--- src/rtl/_reg_arbiter.sv ---
// Round-robin arbiter/sequencer for one shared WIDTH-bit register.
// Grants one requester at a time, with capped locked bursts.
module _reg_arbiter #(
  parameter int WIDTH     = 8,
  parameter int N         = 4,
  parameter int MAX_BURST = 4
) (
  input  logic               clk,
  input  logic               reset,
  input  logic [N-1:0]       req,
  input  logic [N-1:0]       lock,
  input  logic [N*WIDTH-1:0] wdata,
  input  logic               clr,
  output logic [N-1:0]       grant,
  output logic               wr_en,
  output logic [WIDTH-1:0]   q,
  output logic               busy
);

  localparam int PW = (N > 1) ? $clog2(N) : 1;

  typedef enum logic {IDLE, OWN} state_e;

  state_e           state_q, state_d;
  logic [PW-1:0]    ptr_q, ptr_d;
  logic [3:0]       burst_q, burst_d;
  logic [N-1:0]     grant_q, grant_d;
  logic [WIDTH-1:0] q_q, q_d;

  logic             found;
  logic [PW-1:0]    win;
  logic [PW-1:0]    idx;
  logic             write;
  logic             others;
  logic             stay;
  logic [4:0]       burst_inc;

  // Round-robin scan starting after ptr; ptr itself is checked last.
  always_comb begin
    found = 1'b0;
    win   = '0;
    idx   = '0;
    for (int k = 1; k <= N; k++) begin
      idx = PW'((int'(ptr_q) + k) % N);
      if (!found && req[idx]) begin
        found = 1'b1;
        win   = idx;
      end
    end
  end

  // Owner write and burst-hold qualification.
  always_comb begin
    write     = |(grant_q & req);
    others    = |(req & ~grant_q);
    burst_inc = {1'b0, burst_q} + 5'd1;
    stay      = write && lock[ptr_q] &&
                ((burst_inc < 5'(MAX_BURST)) || !others);
  end

  // Next-state: ownership, pointer, burst count and shared register.
  always_comb begin
    state_d = state_q;
    ptr_d   = ptr_q;
    burst_d = burst_q;
    grant_d = grant_q;
    unique case (state_q)
      IDLE: begin
        if (found) begin
          state_d      = OWN;
          grant_d      = '0;
          grant_d[win] = 1'b1;
          ptr_d        = win;
          burst_d      = '0;
        end
      end
      OWN: begin
        if (stay) begin
          // Saturate so a long sole-owner burst cannot wrap
          // back under the cap.
          burst_d = (burst_q == 4'hF) ? burst_q : burst_inc[3:0];
        end else if (found) begin
          grant_d      = '0;
          grant_d[win] = 1'b1;
          ptr_d        = win;
          burst_d      = '0;
        end else begin
          state_d = IDLE;
          grant_d = '0;
          burst_d = '0;
        end
      end
      default: begin
        state_d = IDLE;
        grant_d = '0;
      end
    endcase

    if (clr) begin
      q_d = '0;
    end else if (write) begin
      q_d = wdata[int'(ptr_q)*WIDTH +: WIDTH];
    end else begin
      q_d = q_q;
    end
  end

  // State registers with synchronous reset.
  always_ff @(posedge clk) begin
    if (reset) begin
      state_q <= IDLE;
      ptr_q   <= PW'(N - 1);
      burst_q <= '0;
      grant_q <= '0;
      q_q     <= '0;
    end else begin
      state_q <= state_d;
      ptr_q   <= ptr_d;
      burst_q <= burst_d;
      grant_q <= grant_d;
      q_q     <= q_d;
    end
  end

  assign grant = grant_q;
  assign wr_en = write;
  assign q     = q_q;
  assign busy  = (state_q == OWN);

endmodule

--- config.mk ---
export PLATFORM = sky130hd
export DESIGN_NAME = _reg_arbiter
export DESIGN_NICKNAME = d
export VERILOG_FILES = /design/src/rtl/_reg_arbiter.sv
export SDC_FILE = /design/constraint.sdc
export NUM_CORES = 1
export LEC_CHECK = 0
export BUFFER_PORTS_ARGS = -buffer_cell sky130_fd_sc_hd__buf_2
export CAP_MARGIN = 15
export CORE_MARGIN = 2
export CORE_UTILIZATION = 40
export CTS_CLUSTER_SIZE = 20
export DETAILED_ROUTE_END_ITERATION = 6
export PLACE_DENSITY_LB_ADDON = 0.05
export SYNTH_ARGS = -nofsm -noshare
export SYNTH_HDL_FRONTEND = slang
export SYNTH_SLANG_ARGS = --single-unit
--- constraint.sdc ---
create_clock -name clk -period 1.9 [get_ports clk]
set_clock_uncertainty 0.2 [all_clocks]
set_input_delay 0.19 -clock clk [delete_from_list [all_inputs] [get_ports clk]]
set_output_delay 0.19 -clock clk [all_outputs]
set_load 0.02 [all_outputs]
After elaboration in Yosys (flattened, before gate mapping)
Index checks and enable logic that the tools add are counted.
W data, S select, Z words.
{ "totals": {"latch_bits": 0, "mem_bits_rw": 0, "out_inout_bits": 14, "elab_cells": 77, "n_memories": 0, "in_bits": 43, "rom_bits": 0, "regBits": 19} }
{ "classes": {"addsub": 5, "n_reduce_logical": 16, "eq_ne": 4, "muxes": 34, "n_bitwise": 4, "n_shift": 1, "order_cmp": 8, "div": 0, "multipliers": 0} }
{ "ops": {"columns": ["operator", "n"], "rows": [
  ["$shiftx A32 B6 Y8", 1],
  ["$mux W4", 6],
  ["$lt A2 B3 Y1 const B", 6],
  ["$pmux W4 S2", 2],
  ["$mux W1", 12],
  ["$mux W2", 6],
  ["$bmux W1 S2", 5],
  ["$and A4 B4 Y4", 2],
  ["$reduce_or A4 Y1", 2],
  ["$logic_and A1 B1 Y1", 6],
  ["$add A4 B1 Y5 const B", 1],
  ["$lt A5 B3 Y1 const B", 1],
  ["$add A2 B1 Y2 const B", 2],
  ["$add A2 B2 Y2 const B", 2],
  ["$eq A4 B4 Y1 const B", 1],
  ["$logic_not A1 Y1", 4],
  ["$ne A2 B2 Y1 const B", 2],
  ["$not A4 Y4", 1],
  ["$pmux W2 S2", 1],
  ["$reduce_and A2 Y1", 2],
  ["$ne A3 B3 Y1 const B", 1],
  ["$demux W1 S2", 1],
  ["$ge A2 B1 Y1 const B", 1],
  ["$pmux W1 S2", 1],
  ["3 further kinds", 3]
]} }

Longest topological paths before layout
Gate-level depths: netlist (run 1).
{ "depth": {"ltp_word": 20, "ltp_mapped": 6, "depth_no_buf": 6} }

Worst setup path after synthesis (run 1)
OpenSTA, ideal clock, no wires.
{ "synth_timing": {"kind": "register -> register", "start": "register ptr_q[0]", "end": "register burst_q[2]", "arrival_ps": 1645, "synth_period_minus_slack_ps": 1966, "t_required_ps": 1578, "slack_ps": -66, "path_buffers": 0, "setup_ps": 122, "stages_incl_launch_ff": 6, "path_cell_list": "dfxtp_1 mux4_2 o211ai_2 o32ai_2 and2_4 a221o_1"} }
{ "synth_via": {"elab_chain_cells": 15, "elab_cells_between_ends": 31, "cone_classes": "add/sub (4); eq/ne (2); mux (16); reduce/logical (9)"} }
{ "synth_lines": {"columns": ["element", "line", "rtl"], "rows": [
  ["from (decl)", "25", "logic [PW-1:0] ptr_q, ptr_d;"],
  ["from (signal assigned)", "112", "ptr_q <= PW'(N - 1);"],
  ["from (signal assigned)", "118", "ptr_q <= ptr_d;"],
  ["$add A2 B1 Y2", "44", "idx = PW'((int'(ptr_q) + k) % N);"],
  ["$bmux W1 S2", "45", "if (!found && req[idx]) begin"],
  ["$mux W1 (implied by the code)", "45", null],
  ["$mux W1", "45", null],
  ["$logic_not A1 Y1", "45", null],
  ["$logic_and A1 B1 Y1", "45", null],
  ["$mux W1", "45", null],
  ["$logic_not A1 Y1", "45", null],
  ["$logic_and A1 B1 Y1", "45", null],
  ["$mux W1", "45", null],
  ["$logic_not A1 Y1", "45", null],
  ["$logic_and A1 B1 Y1", "45", null],
  ["$mux W1", "45", null],
  ["$ne A2 B2 Y1 (no line)", null, null],
  ["$reduce_and A2 Y1 (no line)", null, null],
  ["to (signal assigned)", "119", "burst_q <= burst_d;"],
  ["to (decl)", "26", "logic [3:0] burst_q, burst_d;"]
]} }
Parallel ways exist; a longest one is shown, timed or not. The select of a mux whose other input is x is not followed.
A chain may end at the register's enable or synchronous reset.

Worst setup path after layout (run 1)
Ends and elaborated chain as after synthesis.

==> impl_metrics.py, run 1 <==
metrics = {
    "setup_path": {
        "path_max_fanout": 3,
        "end_kind": "flop",
        "path_cells": "mux4_2 -> o211ai_4 -> o32ai_2 -> and2_4 -> a221o_1",
        "path_buf_inv": 0,
        "critPathMaxStageDelay_ns": 0.54,
        "worstSetupStartpointType": "flop",
        "cp.required_ns": 1.89,
        "setup.worst_path.class": "flop to flop",
        "critPathTopFamily": "multiplexers",
        "worst_ep_arrival_time_ns": 1.90,
        "cp_slowest_cell": "mux4_2",
    },
    "job": {
        "max_cap_violations": 0,
    },
    "yosys": {
        "synth_seq_cells": 19,
        "ys_seq_area_frac": 0.321,
        "synth_edf_count": 0,
        "ys_types": 41,
        "synth_nets": 165,
        "syn_area_um2": 1190,
        "netlist_instances": 121,
        "ys_warn_count": 0,
        "avgSynthCellArea_um2": 9.80,
        "yosys_most_used_dff": "dfxtp_1",
        "async_flop_share": 0,
    },
    "die": {
        "die_area_um2": 3420,
        "die_x_um": 58.5,
        "core_um2": 2780,
        "rows": 19,
        "initial_utilization": 0.426,
        "num_io_pins": 57,
        "dieHeight_um": 58.5,
    },
    "routing": {
        "wl_per_cell_um": 14.6,
        "drt_wl_total_um": 3130,
        "drc": 0,
        "vias": 1193,
        "first_pass_iters": 4,
        "drtIter0Drc": 43,
        "detail-route-antenna-nets": 0,
        "vias_per_cell": 5.57,
    },
    "global_routing": {
        "track_usage": 0.183,
        "grt_pass1_vias": 1141,
        "grt_pass1_wl_um": 4800,
        "grt_max_degree": 15,
        "antenna_found_initial": 0,
        "grt_overflow_total": 0,
    },
    "clock_network": {
        "cts_made_buffers": 3,
        "clk_pin_slew_ns": 0.11,
        "post_cts_buffers": 0,
        "root_buffer": "clkbuf_4",
        "clock-sinks": 19,
        "clk_latency_ns": 0.29,
        "tritoncts": "built",
        "max-clock-path-buffers": 2,
        "holdBufCountCts": 0,
        "h-tree-depth": 1,
    },
    "cells_and_area": {
        "final_common_cell": "buf_2",
        "nFillCells": 258,
        "layout-drive-gt1-share": 0.475,
        "final_cell_mix": "buf_2 (56), dfxtp_1 (16), nor2_1 (15)",
        "n_antenna_cell": 0,
        "nets": 228,
        "area.growth.synth_to_final_pct": 33.8,
    },
    "placed_design": {
        "hpwl_um": 2450,
        "port_buffers": 56,
        "gp_congestion": 0.891,
        "place_ws_ns": -0.00528,
    },
    "pwr": {
        "peakVddDrop_mv": 0.524,
        "p_leak_nw": 0.718,
        "p_total_mw": 1.04,
        "power_density_nw_per_um2": 654,
    },
    "timing": {
        "rsz0062_at_grt": "yes",
        "finalCritPeriodShare": 1.00,
        "layout_setup_ws_ns": -0.00912,
        "min_period_ns": 1.91,
        "tightest_slew_ns": 0.283,
        "drv_slew": 0,
        "hold_viol": 0,
        "setup_viol_count_final": 1,
        "relSlewSlack": 0.810,
        "fmax_mhz": 524,
    },
    "status": {
        "violations": "negative setup slack",
        "status": "complete, but fails checks",
    },
    "worst_hold_path": {
        "hold_class": "input pin to flop",
    },
}
## cells in the mapped netlist, types with 2 or more instances
cell      count  area [µm²]
a21oi_1       7        35.0
a22o_1        2        17.5
a32o_1        2        20.0
buf_2         2        10.0
clkbuf_1      2        7.51
dfxtp_1      19         380
inv_1         4        15.0
mux2i_1      11         110
mux4_2        9         203
nand2_1       9        33.8
nand3_1       3        15.0
nor2_1       15        56.3
nor2b_1       5        31.3
nor4_1        2        12.5
o21ai_1       2        10.0
o32ai_1       2        17.5
## where the power goes
group / switching [mW] / internal [mW]
Combinational: 0.190 / 0.194
Sequential: 0.0204 / 0.427
Clock: 0.125 / 0.0815
Total: 0.335 / 0.702
## cells by family (layout without fill, tap and decap cells)
family | Yosys count | in the layout | share of synthesized area
buffers and inverters | 10 | 72 | 0.0369
AOI/OAI and AO/OA | 28 | 28 | 0.193
muxes | 20 | 20 | 0.264
DFF | 19 | 19 | 0.321
and+or+nand+nor | 43 | 43 | 0.175
adders and majority gates | 1 | 1 | 0.0105
## routing by layer
layer / vias up / global-route usage / part of all wire
met2: 42 / 0.323 / 0.50
met3: 4 / 0.0418 / 0.070
met5: - / 0 / 0
li1: 586 / - / -
met4: 0 / 0.0631 / 0.011
met1: 561 / 0.218 / 0.42
## metrics by stage
stage | TNS [ns] | util | cell area (µm²) | cells | hold slack (ns)
after detailed placement | -0.00528 | 0.556 | 1550 | 210 | 0.276
after floorplan | -0.0127 | - | 1200 | 121 | 0.131
after CTS | -0.00963 | 0.568 | 1580 | 214 | 0.00327
final | -0.00912 | 0.570 | 1590 | 214 | 0.00315
after global placement | 0 | 0.556 | 1550 | 210 | 0.270
after global routing | -0.176 | 0.570 | 1590 | 214 | 0.0246
## path summary, 6_finish.rpt
check | from | end | slack [ns] | depth (start not counted)
worst max-delay path | ptr_q[0] | burst_q[2] | -0.009 | 5
worst min-delay path | reset | busy | 0.003 | 2
worst max register to register | ptr_q[0] | burst_q[2] | -0.009 | 5
worst min register to register | q[4] | q[4] | 0.30 | 2
## layout make-up
cell class	count	area [µm²]	area share
clock buffer	4	26.3	0.0166
inverter	4	15.0	0.00946
sequential	19	384	0.242
timing repair buffer	64	344	0.217
multi-input combinational	92	778	0.491
tap	31	38.8	0.0244
## flip-flops by register name (all words and copies together), names as in the netlist
name	count
ptr_q	2
q	8
grant	4
burst_q	4
busy	1
## what timing repair did
action,4_1_cts,5_1_grt
endpoints found under the setup margin,2,8
cloned,0,0
resized for setup,2,4
pin swaps,1,2
Power figures use the tool's default switching activity.
==> inputs of run 2 (changes only) <==
--- a/config.mk
+++ b/config.mk
@@ -5,6 +5,7 @@
 export SDC_FILE = /design/constraint.sdc
 export NUM_CORES = 1
 export LEC_CHECK = 0
+export ABC_AREA = 1
 export BUFFER_PORTS_ARGS = -buffer_cell sky130_fd_sc_hd__buf_2
 export CAP_MARGIN = 15
 export CORE_MARGIN = 2
@@ -15,3 +16,4 @@
 export SYNTH_ARGS = -nofsm -noshare
 export SYNTH_HDL_FRONTEND = slang
 export SYNTH_SLANG_ARGS = --single-unit
+export TNS_END_PERCENT = 1
==> run 2 against run 1 <==
Effect of this change: the run now ends clean; worst setup slack better by 0.050 ns; wire length is 40% higher; synthesized cell count is 73% higher; power grew to 2.7 times the previous value; final cell count is 57% higher; utilization is 7.0 points higher; first-iteration DRC count grew to 3.2 times the previous value; design area is 35% higher; global-route usage is 3.7 points higher; die area is 15% higher; clock power is 8% higher; non-clock buffer count is 22 higher.
==> impl_metrics.py, run 2 <==
metrics = {
    "timing": {
        "finalCritPeriodShare": 0.978,
        "hold_viol": 0,
        "setup_viol_count_final": 0,
        "timing.setup.tns_ns": 0,
        "min_period_ns": 1.86,
        "rsz0062_at_grt": "yes",
        "drv_slew": 0,
        "whs_ns": 0.0100,
        "fmax_mhz": 538,
        "tightest_slew_ns": 0.299,
        "relSlewSlack": 0.800,
    },
    "yosys": {
        "synthTopCellsByArea": "dfxtp_1 (27%), nand2_1 (15%), nand3_1 (8.7%)",
        "netlist.top_cell.by_area": "dfxtp_1",
        "yosysTopAreaCellShare": 0.275,
        "syn_area_um2": 1380,
        "synth_edf_count": 0,
        "synth_most_common_cell": "nand2_1",
        "netlist_instances": 209,
        "async_flop_share": 0,
        "ys_seq_area_frac": 0.275,
        "synth_commonest_cells": "nand2_1 (55), nand3_1 (24), inv_1 (20)",
        "synth_nets": 253,
        "yosys_most_used_dff": "dfxtp_1",
        "avgSynthCellArea_um2": 6.62,
        "ys_warn_count": 0,
        "synth_seq_cells": 19,
        "ys_types": 33,
    },
    "placed_design": {
        "port_buffers": 56,
        "hpwl_um": 2920,
        "gp_congestion": 0.862,
    },
    "cells_and_area": {
        "layout-drive-gt1-share": 0.416,
        "nFillCells": 325,
        "final_cell_mix": "buf_2 (56), nand2_1 (47), nand3_1 (22)",
        "area.growth.synth_to_final_pct": 54.3,
        "final_common_cell": "buf_2",
        "largest_reg_flops": 8,
        "n_antenna_cell": 0,
        "nets": 336,
    },
    "clock_network": {
        "tritoncts": "built",
        "h-tree-depth": 1,
        "root_buffer": "clkbuf_4",
        "clk_pin_slew_ns": 0.13,
        "max-clock-path-buffers": 2,
        "clock-sinks": 19,
        "clk_latency_ns": 0.31,
        "cts_made_buffers": 3,
    },
    "setup_path": {
        "ff2ff_setup_slack_ns": 0.04,
        "path_max_fanout": 10,
        "cp-startpoint": "ptr_q[0]",
        "worstSetupStartpointType": "flop",
        "critPathCapture": "grant[0]",
        "critPathMaxStageDelay_ns": 0.39,
        "worst_ep_arrival_time_ns": 1.92,
        "reg2reg_depth": 12,
        "path_cells": "buf_12 -> nand2_2 -> nand2_2 -> nand2_2 -> nand2_4 -> nor2_8 -> nand3_4 -> nand2_2 -> nand2_2 -> nor2_1 -> nand2_1 -> a21oi_2",
        "r2r_start": "ptr_q[0]",
        "cp.required_ns": 1.96,
        "cp_slowest_cell": "dfxtp_4",
        "timing.rr.end": "grant[0]",
        "crit_cells": 12,
        "setup.worst_path.class": "flop to flop",
        "crit_path_frequent_cell": "nand2_2",
        "path_buf_inv": 1,
        "critPathTopFamily": "simple AND/OR/NAND/NOR gates",
        "end_kind": "flop",
    },
    "pwr": {
        "power_density_nw_per_um2": 1310,
        "p_leak_nw": 1.06,
        "peakVddDrop_mv": 0.797,
    },
    "routing": {
        "first_pass_iters": 4,
        "drc": 0,
        "detail-route-antenna-nets": 0,
        "drtIter0Drc": 137,
        "drt_wl_total_um": 4380,
        "wl_per_cell_um": 13.0,
        "vias": 1705,
        "vias_per_cell": 5.06,
    },
    "job": {
        "max_cap_violations": 0,
    },
    "global_routing": {
        "grt_pass1_wl_um": 7140,
        "grt_overflow_total": 0,
        "grt_max_degree": 18,
        "grt_pass1_vias": 1623,
        "antenna_found_initial": 0,
        "track_usage": 0.219,
    },
    "die": {
        "initial_utilization": 0.415,
        "die_area_um2": 3950,
        "dieHeight_um": 62.8,
        "num_io_pins": 57,
        "core_um2": 3340,
        "die_x_um": 62.8,
        "rows": 21,
    },
    "status": {
        "status": "finished clean",
    },
    "worst_hold_path": {
        "hold_class": "input pin to flop",
    },
}
==> run 2: layout make-up <==
type                    count  area, µm²  share of cell area
clock buffers               3       22.5              0.0105
inverters                  25       96.3              0.0451
clock inverters             1       7.51             0.00351
flip-flops and latches     19        390               0.183
repair buffers             86        587               0.275
well taps                  46       57.6              0.0269
multi-input cells         157        975               0.456
==> run 2: repair_timing <==
| action | CTS | global route |
|---|---|---|
| gates resized for setup | 1 | 39 |
| hold endpoints to repair | 13 | 0 |
| buffers inserted | 0 | 5 |
| pin swaps | 0 | 12 |
| hold buffers | 18 | 0 |
| endpoints found under the setup margin | 3 | 11 |
==> run 2: how the worst min path moves through the flow <==
stage	depth (start not counted)	startpoint	to
final	3	wdata[0]	q[0]
after global routing	3	wdata[13]	q[5]
after CTS	3	wdata[13]	q[5]
after detailed placement	2	burst_q[0]	burst_q[0]
after global placement	2	q[7]	q[7]
after floorplan	2	wdata[16]	q[0]
==> run 2: metal layers <==
layer  wire, µm  global-route usage
met5          0                   0
met1       1940               0.267
met4         85              0.0806
met3        171              0.0450
met2       2180               0.380
==> run 2: worst reg2reg max path: cells and delay by family, from the launching register on <==
| kind | cells | cell delay [ns] |
|---|---|---|
| and+or+nand+nor | 10 | 0.97 |
| DFF | 1 | 0.39 |
| buffers and inverters | 1 | 0.15 |
| AOI/OAI and AO/OA | 1 | 0.11 |
==> run 2: kinds of logic after synthesis <==
logic type | Yosys count | synth area share
simple gates | 112 | 0.392
compound gates | 42 | 0.206
buf+inv | 33 | 0.105
flops | 19 | 0.275
xor+xnor | 2 | 0.0127
fa+ha+maj | 1 | 0.00904
==> run 2: where the power goes <==
group	switching [mW]	internal, mW
logic	1.22	0.789
clock network	0.144	0.0803
registers	0.0688	0.488
total	1.44	1.36
==> run 2: stage by stage <==
stage	cell area, µm²	util	power (mW)	cells	setup slack (ns)
after detailed placement	1740	0.521	2.12	310	-0.0156
after floorplan	1380	-	1.74	209	0.194
after CTS	1950	0.584	2.38	332	0.0113
after global placement	1740	0.521	2.11	310	-0.0258
final	2140	0.640	2.80	337	0.0410
after global routing	2140	0.640	3.04	337	-0.0789
